## src/rtl/arm_hazard_sb_if.sv

```systemverilog
// Signal bundle between the pipelined ARM datapath and the scoreboard hazard unit.
// The datapath (master) presents D-stage tags and E-stage resolution; the unit (slave) returns stall/flush/forward controls.
interface arm_hazard_sb_if #(
    parameter int REGBITS = 4
);
    logic [REGBITS-1:0] RA1D;
    logic [REGBITS-1:0] RA2D;
    logic               Use1D;
    logic               Use2D;
    logic [REGBITS-1:0] WA3D;
    logic               RegWriteD;
    logic               MemtoRegD;
    logic               MemAccD;
    logic               PCSrcD;
    logic               CondExE;
    logic               BranchTakenE;

    logic               StallF;
    logic               StallD;
    logic               StallE;
    logic               StallM;
    logic               StallW;
    logic               FlushD;
    logic               FlushE;
    logic [1:0]         ForwardAE;
    logic [1:0]         ForwardBE;
    logic               PCWrPendingF;
    logic               MemBusyM;

    modport master (
        output RA1D, RA2D, Use1D, Use2D, WA3D,
        output RegWriteD, MemtoRegD, MemAccD, PCSrcD,
        output CondExE, BranchTakenE,
        input  StallF, StallD, StallE, StallM, StallW,
        input  FlushD, FlushE, ForwardAE, ForwardBE,
        input  PCWrPendingF, MemBusyM
    );

    modport slave (
        input  RA1D, RA2D, Use1D, Use2D, WA3D,
        input  RegWriteD, MemtoRegD, MemAccD, PCSrcD,
        input  CondExE, BranchTakenE,
        output StallF, StallD, StallE, StallM, StallW,
        output FlushD, FlushE, ForwardAE, ForwardBE,
        output PCWrPendingF, MemBusyM
    );
endinterface

```

## src/rtl/arm_hazard_sb.sv

```systemverilog
// Scoreboard hazard unit: tracks E/M/W destination tags itself and derives forwarding,
// load-use stalls, branch/PC-write flushes and a multi-cycle memory stall that freezes the pipe.
module arm_hazard_sb #(
    parameter int REGBITS = 4,
    parameter int PCREG   = 15,
    parameter int MEMLAT  = 0
) (
    input logic           clk,
    input logic           reset,
    arm_hazard_sb_if.slave hz
);
    localparam logic [REGBITS-1:0] PCIDX  = PCREG[REGBITS-1:0];
    localparam logic [2:0]         MEMCNT = MEMLAT[2:0];

    logic [REGBITS-1:0] RA1E, RA2E, WA3E, WA3M, WA3W;
    logic               RegWriteE, MemtoRegE, MemAccE, PCSrcE;
    logic               RegWriteM, PCSrcM;
    logic               RegWriteW, PCSrcW;
    logic [2:0]         cnt;

    logic memStall, ldrStall, pcWrPending, memIssue;
    logic stallF, stallD, stallE, stallM, stallW;
    logic flushD, flushE;
    logic [1:0] fwdA, fwdB;

    always_ff @(posedge clk) begin
        if (reset) begin
            RA1E      <= '0;
            RA2E      <= '0;
            WA3E      <= '0;
            RegWriteE <= 1'b0;
            MemtoRegE <= 1'b0;
            MemAccE   <= 1'b0;
            PCSrcE    <= 1'b0;
            WA3M      <= '0;
            RegWriteM <= 1'b0;
            PCSrcM    <= 1'b0;
            WA3W      <= '0;
            RegWriteW <= 1'b0;
            PCSrcW    <= 1'b0;
            cnt       <= 3'd0;
        end else begin
            if (!stallE) begin
                if (flushE) begin
                    RA1E      <= '0;
                    RA2E      <= '0;
                    WA3E      <= '0;
                    RegWriteE <= 1'b0;
                    MemtoRegE <= 1'b0;
                    MemAccE   <= 1'b0;
                    PCSrcE    <= 1'b0;
                end else begin
                    RA1E      <= hz.RA1D;
                    RA2E      <= hz.RA2D;
                    WA3E      <= hz.WA3D;
                    RegWriteE <= hz.RegWriteD;
                    MemtoRegE <= hz.MemtoRegD;
                    MemAccE   <= hz.MemAccD;
                    PCSrcE    <= hz.PCSrcD;
                end
            end
            // A failed condition turns the E instruction into a no-op from M onward.
            if (!stallM) begin
                WA3M      <= WA3E;
                RegWriteM <= RegWriteE & hz.CondExE;
                PCSrcM    <= PCSrcE & hz.CondExE;
            end
            if (!stallW) begin
                WA3W      <= WA3M;
                RegWriteW <= RegWriteM;
                PCSrcW    <= PCSrcM;
            end
            if (memIssue) begin
                cnt <= MEMCNT;
            end else if (cnt != 3'd0) begin
                cnt <= cnt - 3'd1;
            end
        end
    end

    always_comb begin
        memStall    = (cnt != 3'd0);
        memIssue    = MemAccE && hz.CondExE && !memStall;
        ldrStall    = MemtoRegE && ((hz.Use1D && (hz.RA1D == WA3E)) ||
                                    (hz.Use2D && (hz.RA2D == WA3E)));
        pcWrPending = hz.PCSrcD | PCSrcE | PCSrcM;
        stallF = 1'b0;
        stallD = 1'b0;
        stallE = 1'b0;
        stallM = 1'b0;
        stallW = 1'b0;
        flushD = 1'b0;
        flushE = 1'b0;
        // While memory is busy everything freezes; branch and load-use effects re-evaluate afterwards.
        if (memStall) begin
            stallF = 1'b1;
            stallD = 1'b1;
            stallE = 1'b1;
            stallM = 1'b1;
            stallW = 1'b1;
        end else begin
            stallF = ldrStall | pcWrPending;
            stallD = ldrStall;
            flushD = pcWrPending | PCSrcW | hz.BranchTakenE;
            flushE = ldrStall | hz.BranchTakenE;
        end
    end

    always_comb begin
        fwdA = 2'b00;
        fwdB = 2'b00;
        if (RA1E != PCIDX) begin
            if (RegWriteM && (WA3M == RA1E))      fwdA = 2'b10;
            else if (RegWriteW && (WA3W == RA1E)) fwdA = 2'b01;
        end
        if (RA2E != PCIDX) begin
            if (RegWriteM && (WA3M == RA2E))      fwdB = 2'b10;
            else if (RegWriteW && (WA3W == RA2E)) fwdB = 2'b01;
        end
    end

    assign hz.StallF       = stallF;
    assign hz.StallD       = stallD;
    assign hz.StallE       = stallE;
    assign hz.StallM       = stallM;
    assign hz.StallW       = stallW;
    assign hz.FlushD       = flushD;
    assign hz.FlushE       = flushE;
    assign hz.ForwardAE    = fwdA;
    assign hz.ForwardBE    = fwdB;
    assign hz.PCWrPendingF = pcWrPending;
    assign hz.MemBusyM     = memStall;
endmodule
```

## src/flat_wrapper.sv

```systemverilog
// flat-port wrapper written by rule: the top's interface ports become plain ports
module arm_hazard_sb_flat 
#(
    parameter int REGBITS = 4,
    parameter int PCREG   = 15,
    parameter int MEMLAT  = 0
)
  (clk, reset, hz_RA1D, hz_RA2D, hz_Use1D, hz_Use2D, hz_WA3D, hz_RegWriteD, hz_MemtoRegD, hz_MemAccD, hz_PCSrcD, hz_CondExE, hz_BranchTakenE, hz_StallF, hz_StallD, hz_StallE, hz_StallM, hz_StallW, hz_FlushD, hz_FlushE, hz_ForwardAE, hz_ForwardBE, hz_PCWrPendingF, hz_MemBusyM);
  arm_hazard_sb_if #(.REGBITS(REGBITS)) hz_i ();
  input logic clk;
  input logic reset;
  input wire logic [$bits(hz_i.RA1D)-1:0] hz_RA1D;
  input wire logic [$bits(hz_i.RA2D)-1:0] hz_RA2D;
  input wire logic [$bits(hz_i.Use1D)-1:0] hz_Use1D;
  input wire logic [$bits(hz_i.Use2D)-1:0] hz_Use2D;
  input wire logic [$bits(hz_i.WA3D)-1:0] hz_WA3D;
  input wire logic [$bits(hz_i.RegWriteD)-1:0] hz_RegWriteD;
  input wire logic [$bits(hz_i.MemtoRegD)-1:0] hz_MemtoRegD;
  input wire logic [$bits(hz_i.MemAccD)-1:0] hz_MemAccD;
  input wire logic [$bits(hz_i.PCSrcD)-1:0] hz_PCSrcD;
  input wire logic [$bits(hz_i.CondExE)-1:0] hz_CondExE;
  input wire logic [$bits(hz_i.BranchTakenE)-1:0] hz_BranchTakenE;
  output wire logic [$bits(hz_i.StallF)-1:0] hz_StallF;
  output wire logic [$bits(hz_i.StallD)-1:0] hz_StallD;
  output wire logic [$bits(hz_i.StallE)-1:0] hz_StallE;
  output wire logic [$bits(hz_i.StallM)-1:0] hz_StallM;
  output wire logic [$bits(hz_i.StallW)-1:0] hz_StallW;
  output wire logic [$bits(hz_i.FlushD)-1:0] hz_FlushD;
  output wire logic [$bits(hz_i.FlushE)-1:0] hz_FlushE;
  output wire logic [$bits(hz_i.ForwardAE)-1:0] hz_ForwardAE;
  output wire logic [$bits(hz_i.ForwardBE)-1:0] hz_ForwardBE;
  output wire logic [$bits(hz_i.PCWrPendingF)-1:0] hz_PCWrPendingF;
  output wire logic [$bits(hz_i.MemBusyM)-1:0] hz_MemBusyM;
  assign hz_i.RA1D = hz_RA1D;
  assign hz_i.RA2D = hz_RA2D;
  assign hz_i.Use1D = hz_Use1D;
  assign hz_i.Use2D = hz_Use2D;
  assign hz_i.WA3D = hz_WA3D;
  assign hz_i.RegWriteD = hz_RegWriteD;
  assign hz_i.MemtoRegD = hz_MemtoRegD;
  assign hz_i.MemAccD = hz_MemAccD;
  assign hz_i.PCSrcD = hz_PCSrcD;
  assign hz_i.CondExE = hz_CondExE;
  assign hz_i.BranchTakenE = hz_BranchTakenE;
  assign hz_StallF = hz_i.StallF;
  assign hz_StallD = hz_i.StallD;
  assign hz_StallE = hz_i.StallE;
  assign hz_StallM = hz_i.StallM;
  assign hz_StallW = hz_i.StallW;
  assign hz_FlushD = hz_i.FlushD;
  assign hz_FlushE = hz_i.FlushE;
  assign hz_ForwardAE = hz_i.ForwardAE;
  assign hz_ForwardBE = hz_i.ForwardBE;
  assign hz_PCWrPendingF = hz_i.PCWrPendingF;
  assign hz_MemBusyM = hz_i.MemBusyM;
  arm_hazard_sb #(.REGBITS(REGBITS), .PCREG(PCREG), .MEMLAT(MEMLAT)) u_core (.clk(clk), .reset(reset), .hz(hz_i));
endmodule
```

## config.mk

```make
export PLATFORM = sky130hd
export DESIGN_NAME = arm_hazard_sb_flat
export DESIGN_NICKNAME = d
export VERILOG_FILES = /design/src/rtl/arm_hazard_sb_if.sv /design/src/rtl/arm_hazard_sb.sv /design/src/flat_wrapper.sv
export SDC_FILE = /design/constraint.sdc
export NUM_CORES = 1
export LEC_CHECK = 0
export CORE_MARGIN = 2
export CORE_UTILIZATION = 55
export DETAILED_ROUTE_END_ITERATION = 7
export DONT_BUFFER_PORTS = 1
export PLACE_DENSITY = 0.7
export SYNTH_ARGS = -nofsm -noshare
export SYNTH_HDL_FRONTEND = slang
export SYNTH_SLANG_ARGS = --single-unit
```

## constraint.sdc

```tcl
create_clock -name clk -period 1.8 [get_ports clk]
set_input_delay 0.36 -clock clk [delete_from_list [all_inputs] [get_ports clk]]
set_output_delay 0.36 -clock clk [all_outputs]
set_load 0.02 [all_outputs]
```

==> metrics.txt, run 1 <==
initial antenna violation count=0; fin crit period=2000 ps; RSZ-0062 raised after global routing=yes; Max Clock Skew=4.33 ps; critical path type=flop to primary output; worst path arrival time=1640 ps; CTS H-tree depth=2; Initial DRC Count=17; Yosys Warn Count=0; register area share after synthesis=42.5%; Worst Path Required=1440 ps; first-pass GRT wire length=5.70 mm; final worst setup slack=-204 ps; Worst Hold Class=input port to flop; clock share of power=13.4%; WL per Instance=16.2 um; Sink Count=31; Slew headroom=56.4%; Netlist cell types=29; largest net degree at the start of global routing=18; vias in the first global route=1,263; combinational share of power=50.6%; Ant. Diodes=0; Max-cap violations=0; Synthesized Nets=194; Peak VDD IR=1.23 mV; grt ovf=0; root buf cell=clkbuf_4; Cell Int Power=1.66 mW; HPWL after DPL=2.33 mm; share of cells above drive strength 1=36.8%; DRT Pass-1 Iters=4; Net Sw Frac=41.2%; ANT nets after route=0; GPL Wtd Cong=0.847; worst-case clock buffer depth=2; Slew Limit Fails=0; nets=213; setup tns final=-750 ps; Power Density=1580 nW/um^2; register share of total power=36.0%; GR Util All Layers=23.6%; Die Y=55.5 um; Final Hold Fails=0; setup violators final=7; Die ar.=3080 sq um; Least-Margin Pin Slew=653 ps; pre-CTS setup slack=-151 ps; failing checks=negative setup slack; Syn Inst Count=170; Port-buffer cells=0; Synth Cell Area=1460 sq um; site row count=18; nature of the critical path endpoint=primary output; Hold-fix buffers, CTS=0; final wirelength=3.56 mm; TritonCTS Buffers=5; P_leak=0.723 nW; clock slew at reported path FFs=90 ps; chip width=55.5 um; switching pwr=1.16 mW; Via Count=1,275; CTS tree=done; IO Pins=35; drt drc=0; Clock Latency Late Sink=320 ps; outcome=complete, but fails checks; core outline area=2500 sq um; commonest non-fill, non-tap cell in the layout=nand2_1; Max Fanout on Critical Path=3; Max Clock Freq=499 MHz; most frequent cells in the layout=nand2_1 (24), buf_4 (16), a21oi_1 (15), dfxtp_1 (14), dfxtp_2 (14); Layout area overhead=22.5%; syn_area_per_cell=8.59 sq um; Via density=5.80; crit path launch type=flop; Starting Density=58.4%; crit share post-route=111%; number of synthesized register bits=31
==> worst max-delay path: stages, from the launching register on <==
cell and delay (ps):
dfxtp_4 370, xor2_2 150, nor3_2 190, nand4_1 140, and2_4 200, a21oi_2 120, buf_4 150
==> cells by family after synthesis <==
group                    Yosys count  synth area share (%)
adder cells (fa/ha/maj)            2                  1.71
AO/OA/AOI/OAI                     40                  19.0
XOR/XNOR                          19                  11.4
AND/OR/NAND/NOR                   58                  17.7
multiplexers                       1                 0.686
flip-flops                        31                  42.5
buffers and inverters             19                  7.03
==> metal layers <==
layer | up-vias | wire, um | global-route usage [%]
met1 | 606 | 1530 | 26.7
met2 | 41 | 1770 | 40.3
met3 | 8 | 212 | 7.49
met5 | - | 0 | 0
li1 | 620 | - | -
met4 | 0 | 58 | 10.8
==> metrics by stage <==
stage / hold slack [ps] / area, sq um / util, % / instances / power (mW)
global route: 68.0 / 1790 / 71.6 / 220 / 2.99
floorplan: 437 / 1460 / - / 170 / 1.82
finish: 86.3 / 1790 / 71.6 / 220 / 2.82
CTS: 76.1 / 1670 / 66.9 / 212 / 2.65
detailed placement: 433 / 1500 / 60.0 / 199 / 2.03
global placement: 432 / 1500 / 60.0 / 199 / 2.00
==> registers in the layout, indices dropped and copies added, names as in the netlist <==
signal / flops
u_core.MemAccE: 1
u_core.MemtoRegE: 1
u_core.PCSrcE: 1
u_core.PCSrcM: 1
u_core.PCSrcW: 1
u_core.RA1E: 4
u_core.RA2E: 4
u_core.RegWriteE: 1
u_core.RegWriteM: 1
u_core.RegWriteW: 1
u_core.WA3E: 4
u_core.WA3M: 4
u_core.WA3W: 4
u_core.cnt: 3
==> timing repair <==
| action | CTS | global route |
|---|---|---|
| endpoints found under the hold margin | 0 | 0 |
| pin swaps | 11 | 7 |
| endpoints found under the setup margin | 28 | 28 |
| setup buffers | 5 | 8 |
| gates resized for setup | 32 | 19 |
==> cells in the mapped netlist <==
library cell | instances | area (sq um)
buf_1 | 2 | 7.51
o22ai_1 | 1 | 6.26
xor2_1 | 12 | 105
and2_2 | 1 | 7.51
buf_4 | 3 | 22.5
o21ai_0 | 3 | 15.0
nor2b_1 | 1 | 6.26
nand3_1 | 8 | 40.0
buf_2 | 1 | 5.00
xnor2_1 | 7 | 61.3
o21a_1 | 1 | 7.51
a41oi_1 | 1 | 8.76
dfxtp_1 | 31 | 621
nand2_1 | 25 | 93.8
buf_8 | 1 | 15.0
a21oi_1 | 17 | 85.1
clkbuf_1 | 3 | 11.3
and4_1 | 1 | 8.76
ha_1 | 2 | 25.0
mux2i_1 | 1 | 10.0
a22o_2 | 6 | 60.1
a22o_1 | 10 | 87.6
nor3_1 | 5 | 25.0
nor2_1 | 12 | 45.0
inv_1 | 8 | 30.0
nand4_1 | 4 | 25.0
a22oi_1 | 1 | 7.51
and3_1 | 1 | 6.26
buf_6 | 1 | 11.3
==> path summary, 6_finish.rpt <==
path,slack [ps],startpoint,cells after the start,end
max,-200,u_core.WA3E[2],6,hz_FlushE
min,90,reset,1,u_core.WA3M[0]
max reg2reg,90,u_core.WA3E[2],6,u_core.RA1E[1]
min reg2reg,470,u_core.PCSrcW,2,u_core.PCSrcW
==> cell type report <==
cell class	count	area [sq um]
well taps	30	37.5
multi-input cells	120	816
clock inverters	1	5.00
fillers	218	711
inverters	8	33.8
flip-flops and latches	31	649
clock buffers	7	45.0
repair buffers	23	203
==> power groups by stage <==
stage	logic [mW]	registers, mW	clock network, mW
6_report	1.43	1.02	0.377
5_1_grt	1.55	1.03	0.411
4_1_cts	1.26	1.01	0.381
3_5_place_dp	1.03	0.998	0
3_3_place_gp	1.00	0.993	0
2_1_floorplan	0.872	0.945	0
Power figures use the tool's default switching activity.
==> inputs of run 2 (changes only) <==
- CORE_MARGIN: 2 -> 5
==> run 2 against run 1 <==
  * The run still ends with negative setup slack left
  * Worst hold slack worse by 14 ps
  * Utilization increased by 0.50 points
  * Largest power group unchanged
  * Total power fell by 2.4%
  * Sequential cell count unchanged
  * Critical path type unchanged
  * Register-to-register slack better by 50 ps
  * Count of clock-buffer cells in the layout down 1
  * Critical endpoint unchanged
  * Combinational power fell by 6%
  * Clock power up 3%
  * Wire length increased by 1.3%
==> metrics.txt, run 2 (same netlist as run 1, synthesis figures left out) <==
Hold Crit Start=reset; nature of the critical path endpoint=primary output; TritonCTS Buffers=5 (unchanged); Via density=5.81 (+0.20%); Initial DRC Count=85 (+68); failing checks=negative setup slack; initial antenna violation count=0 (unchanged); footprint of the multi-input gates=806 sq um (-1.2%); DRT Pass-1 Iters=4 (unchanged); root buf cell=clkbuf_4; FF-to-FF End=u_core.RA1E[0]; Max Fanout on Critical Path=3 (unchanged); share of cells above drive strength 1=37.3% (+0.46 points); drt drc=0 (unchanged); chip width=61.5 um (+11%); critical path type=flop to primary output; vias in the first global route=1,252 (-0.87%); Layout area overhead=23.4%; final wirelength=3.61 mm (+1.3%); P_leak=0.742 nW (+2.6%); worst path arrival time=1700 ps (+60 ps); nets=216 (+1.4%); Max Clock Skew=16.0 ps (+11.7 ps); Worst Path Required=1440 ps (about the same); RSZ-0062 raised after global routing=yes; fin crit period=2060 ps (+52.8 ps); Max-cap violations=0 (unchanged); Power Total=2.75 mW (-2.4%); Port-buffer cells=0 (unchanged); Least-Margin Pin Slew=632 ps (-21.7 ps); ANT nets after route=0 (unchanged); clock slew at reported path FFs=110 ps (+20 ps); R2R setup slack=140 ps (+50 ps); Slew Limit Fails=0 (unchanged); crit path launch type=flop; Die Y=61.5 um (+11%); largest net degree at the start of global routing=18 (unchanged); final non-filler cell area=1800 sq um (+0.70%); CTS H-tree depth=2 (unchanged); Peak VDD IR=1.19 mV (-3.7%); commonest non-fill, non-tap cell in the layout=nand2_1; Final Hold Fails=0 (unchanged); hold depth=1 (unchanged); FF-to-FF Start=u_core.WA3E[2]; Via Count=1,295 (+1.6%); Die ar.=3790 sq um (+23%); grt ovf=0 (unchanged); worst-case clock buffer depth=2 (unchanged); most frequent cells in the layout=nand2_1 (24), buf_4 (22), a21oi_1 (15), dfxtp_1 (14), xor2_1 (12); IO Pins=35 (unchanged); Slew headroom=57.8% (+1.4 points); storage element area=662 sq um (+1.9%); sink of the worst hold path=u_core.WA3M[3]; crit share post-route=114% (+2.9 points); Max Clock Freq=486 MHz (-2.6%); first-pass GRT wire length=5.71 mm (+0.12%); worst hold slack=72.0 ps (-14.3 ps); Clock Latency Late Sink=330 ps (about the same); outcome=complete, but fails checks; cells on worst reg2reg path=5 (-1); CTS tree=done; site row count=18 (unchanged); setup violators final=5 (-2); crit path launch=u_core.WA3E[2]; Worst Hold Class=input port to flop; pre-CTS setup slack=-41.9 ps (+109 ps); HPWL after DPL=2.43 mm (+4.3%); Sink Count=31 (unchanged); core outline area=2500 sq um (unchanged); GR Util All Layers=21.1% (-2.6 points); Starting Density=58.4% (unchanged); DP Area=1520 sq um (+1.0%); final worst setup slack=-257 ps (-52.8 ps); Ant. Diodes=0 (unchanged); # fillers=199 (-8.7%); Power Density=1530 nW/um^2 (-3.1%); WL per Instance=16.2 um (about the same); GPL Wtd Cong=0.881 (+4.1%)
[run 2: cell types whose count changed in the layout (fill, tap and decap cells not counted), moves of 2 or more]
cell	delta
buf_4	+6
buf_6	-2
dfxtp_2	-5
dfxtp_4	+5
[run 2: layout make-up]
class | instances | share of cell area, %
clock buffers | 6 | 2.29
flip-flops and latches | 31 | 36.7
clock inverters | 2 | 0.694
repair buffers | 26 | 11.7
multi-input cells | 120 | 44.7
inverters | 8 | 1.81
well taps | 30 | 2.08
[run 2: report_power, final]
part           switching (mW)  internal, mW  total (mW)
sequential              0.165         0.847        1.01
combinational           0.741         0.610        1.35
clock                   0.239         0.150       0.389
total                    1.14          1.61        2.75
[run 2: repair_timing]
action | 4_1_cts | 5_1_grt
pin swaps | 8 | 9
cloned | 0 | 0
hold buffers | 0 | 0
setup endpoints to repair | 28 | 27
buffers inserted | 3 | 11
resized for setup | 26 | 25
[run 2: routing by layer]
metal  wire [um]  global-route usage, %
met3         286                   8.39
met2        1790                   35.9
met5           0                      0
met1        1490                   23.2
met4          48                   8.79
[run 2: worst max-delay path, stage by stage (launching register included)]
cell	delay, ps
dfxtp_4	370
xor2_1	130
nor3_1	220
nand4_1	170
and2_4	210
a21oi_2	110
buf_4	150
[run 2: per-stage QoR]
step	cells	setup TNS, ps	util [%]
finish	223	-845	72.1
CTS	212	-817	66.1
floorplan	170	-101	-
global route	223	-1310	72.1
global placement	201	0	60.6
detailed placement	201	-436	60.6
[run 2: worst max path at each step]
stage | end | slack [ps] | depth (start not counted)
floorplan | hz_FlushD | -50 | 7
global placement | hz_FlushE | 50 | 6
detailed placement | u_core.RA1E[2] | -40 | 6
CTS | hz_FlushE | -270 | 6
global route | hz_FlushE | -360 | 6
finish | hz_FlushE | -260 | 6
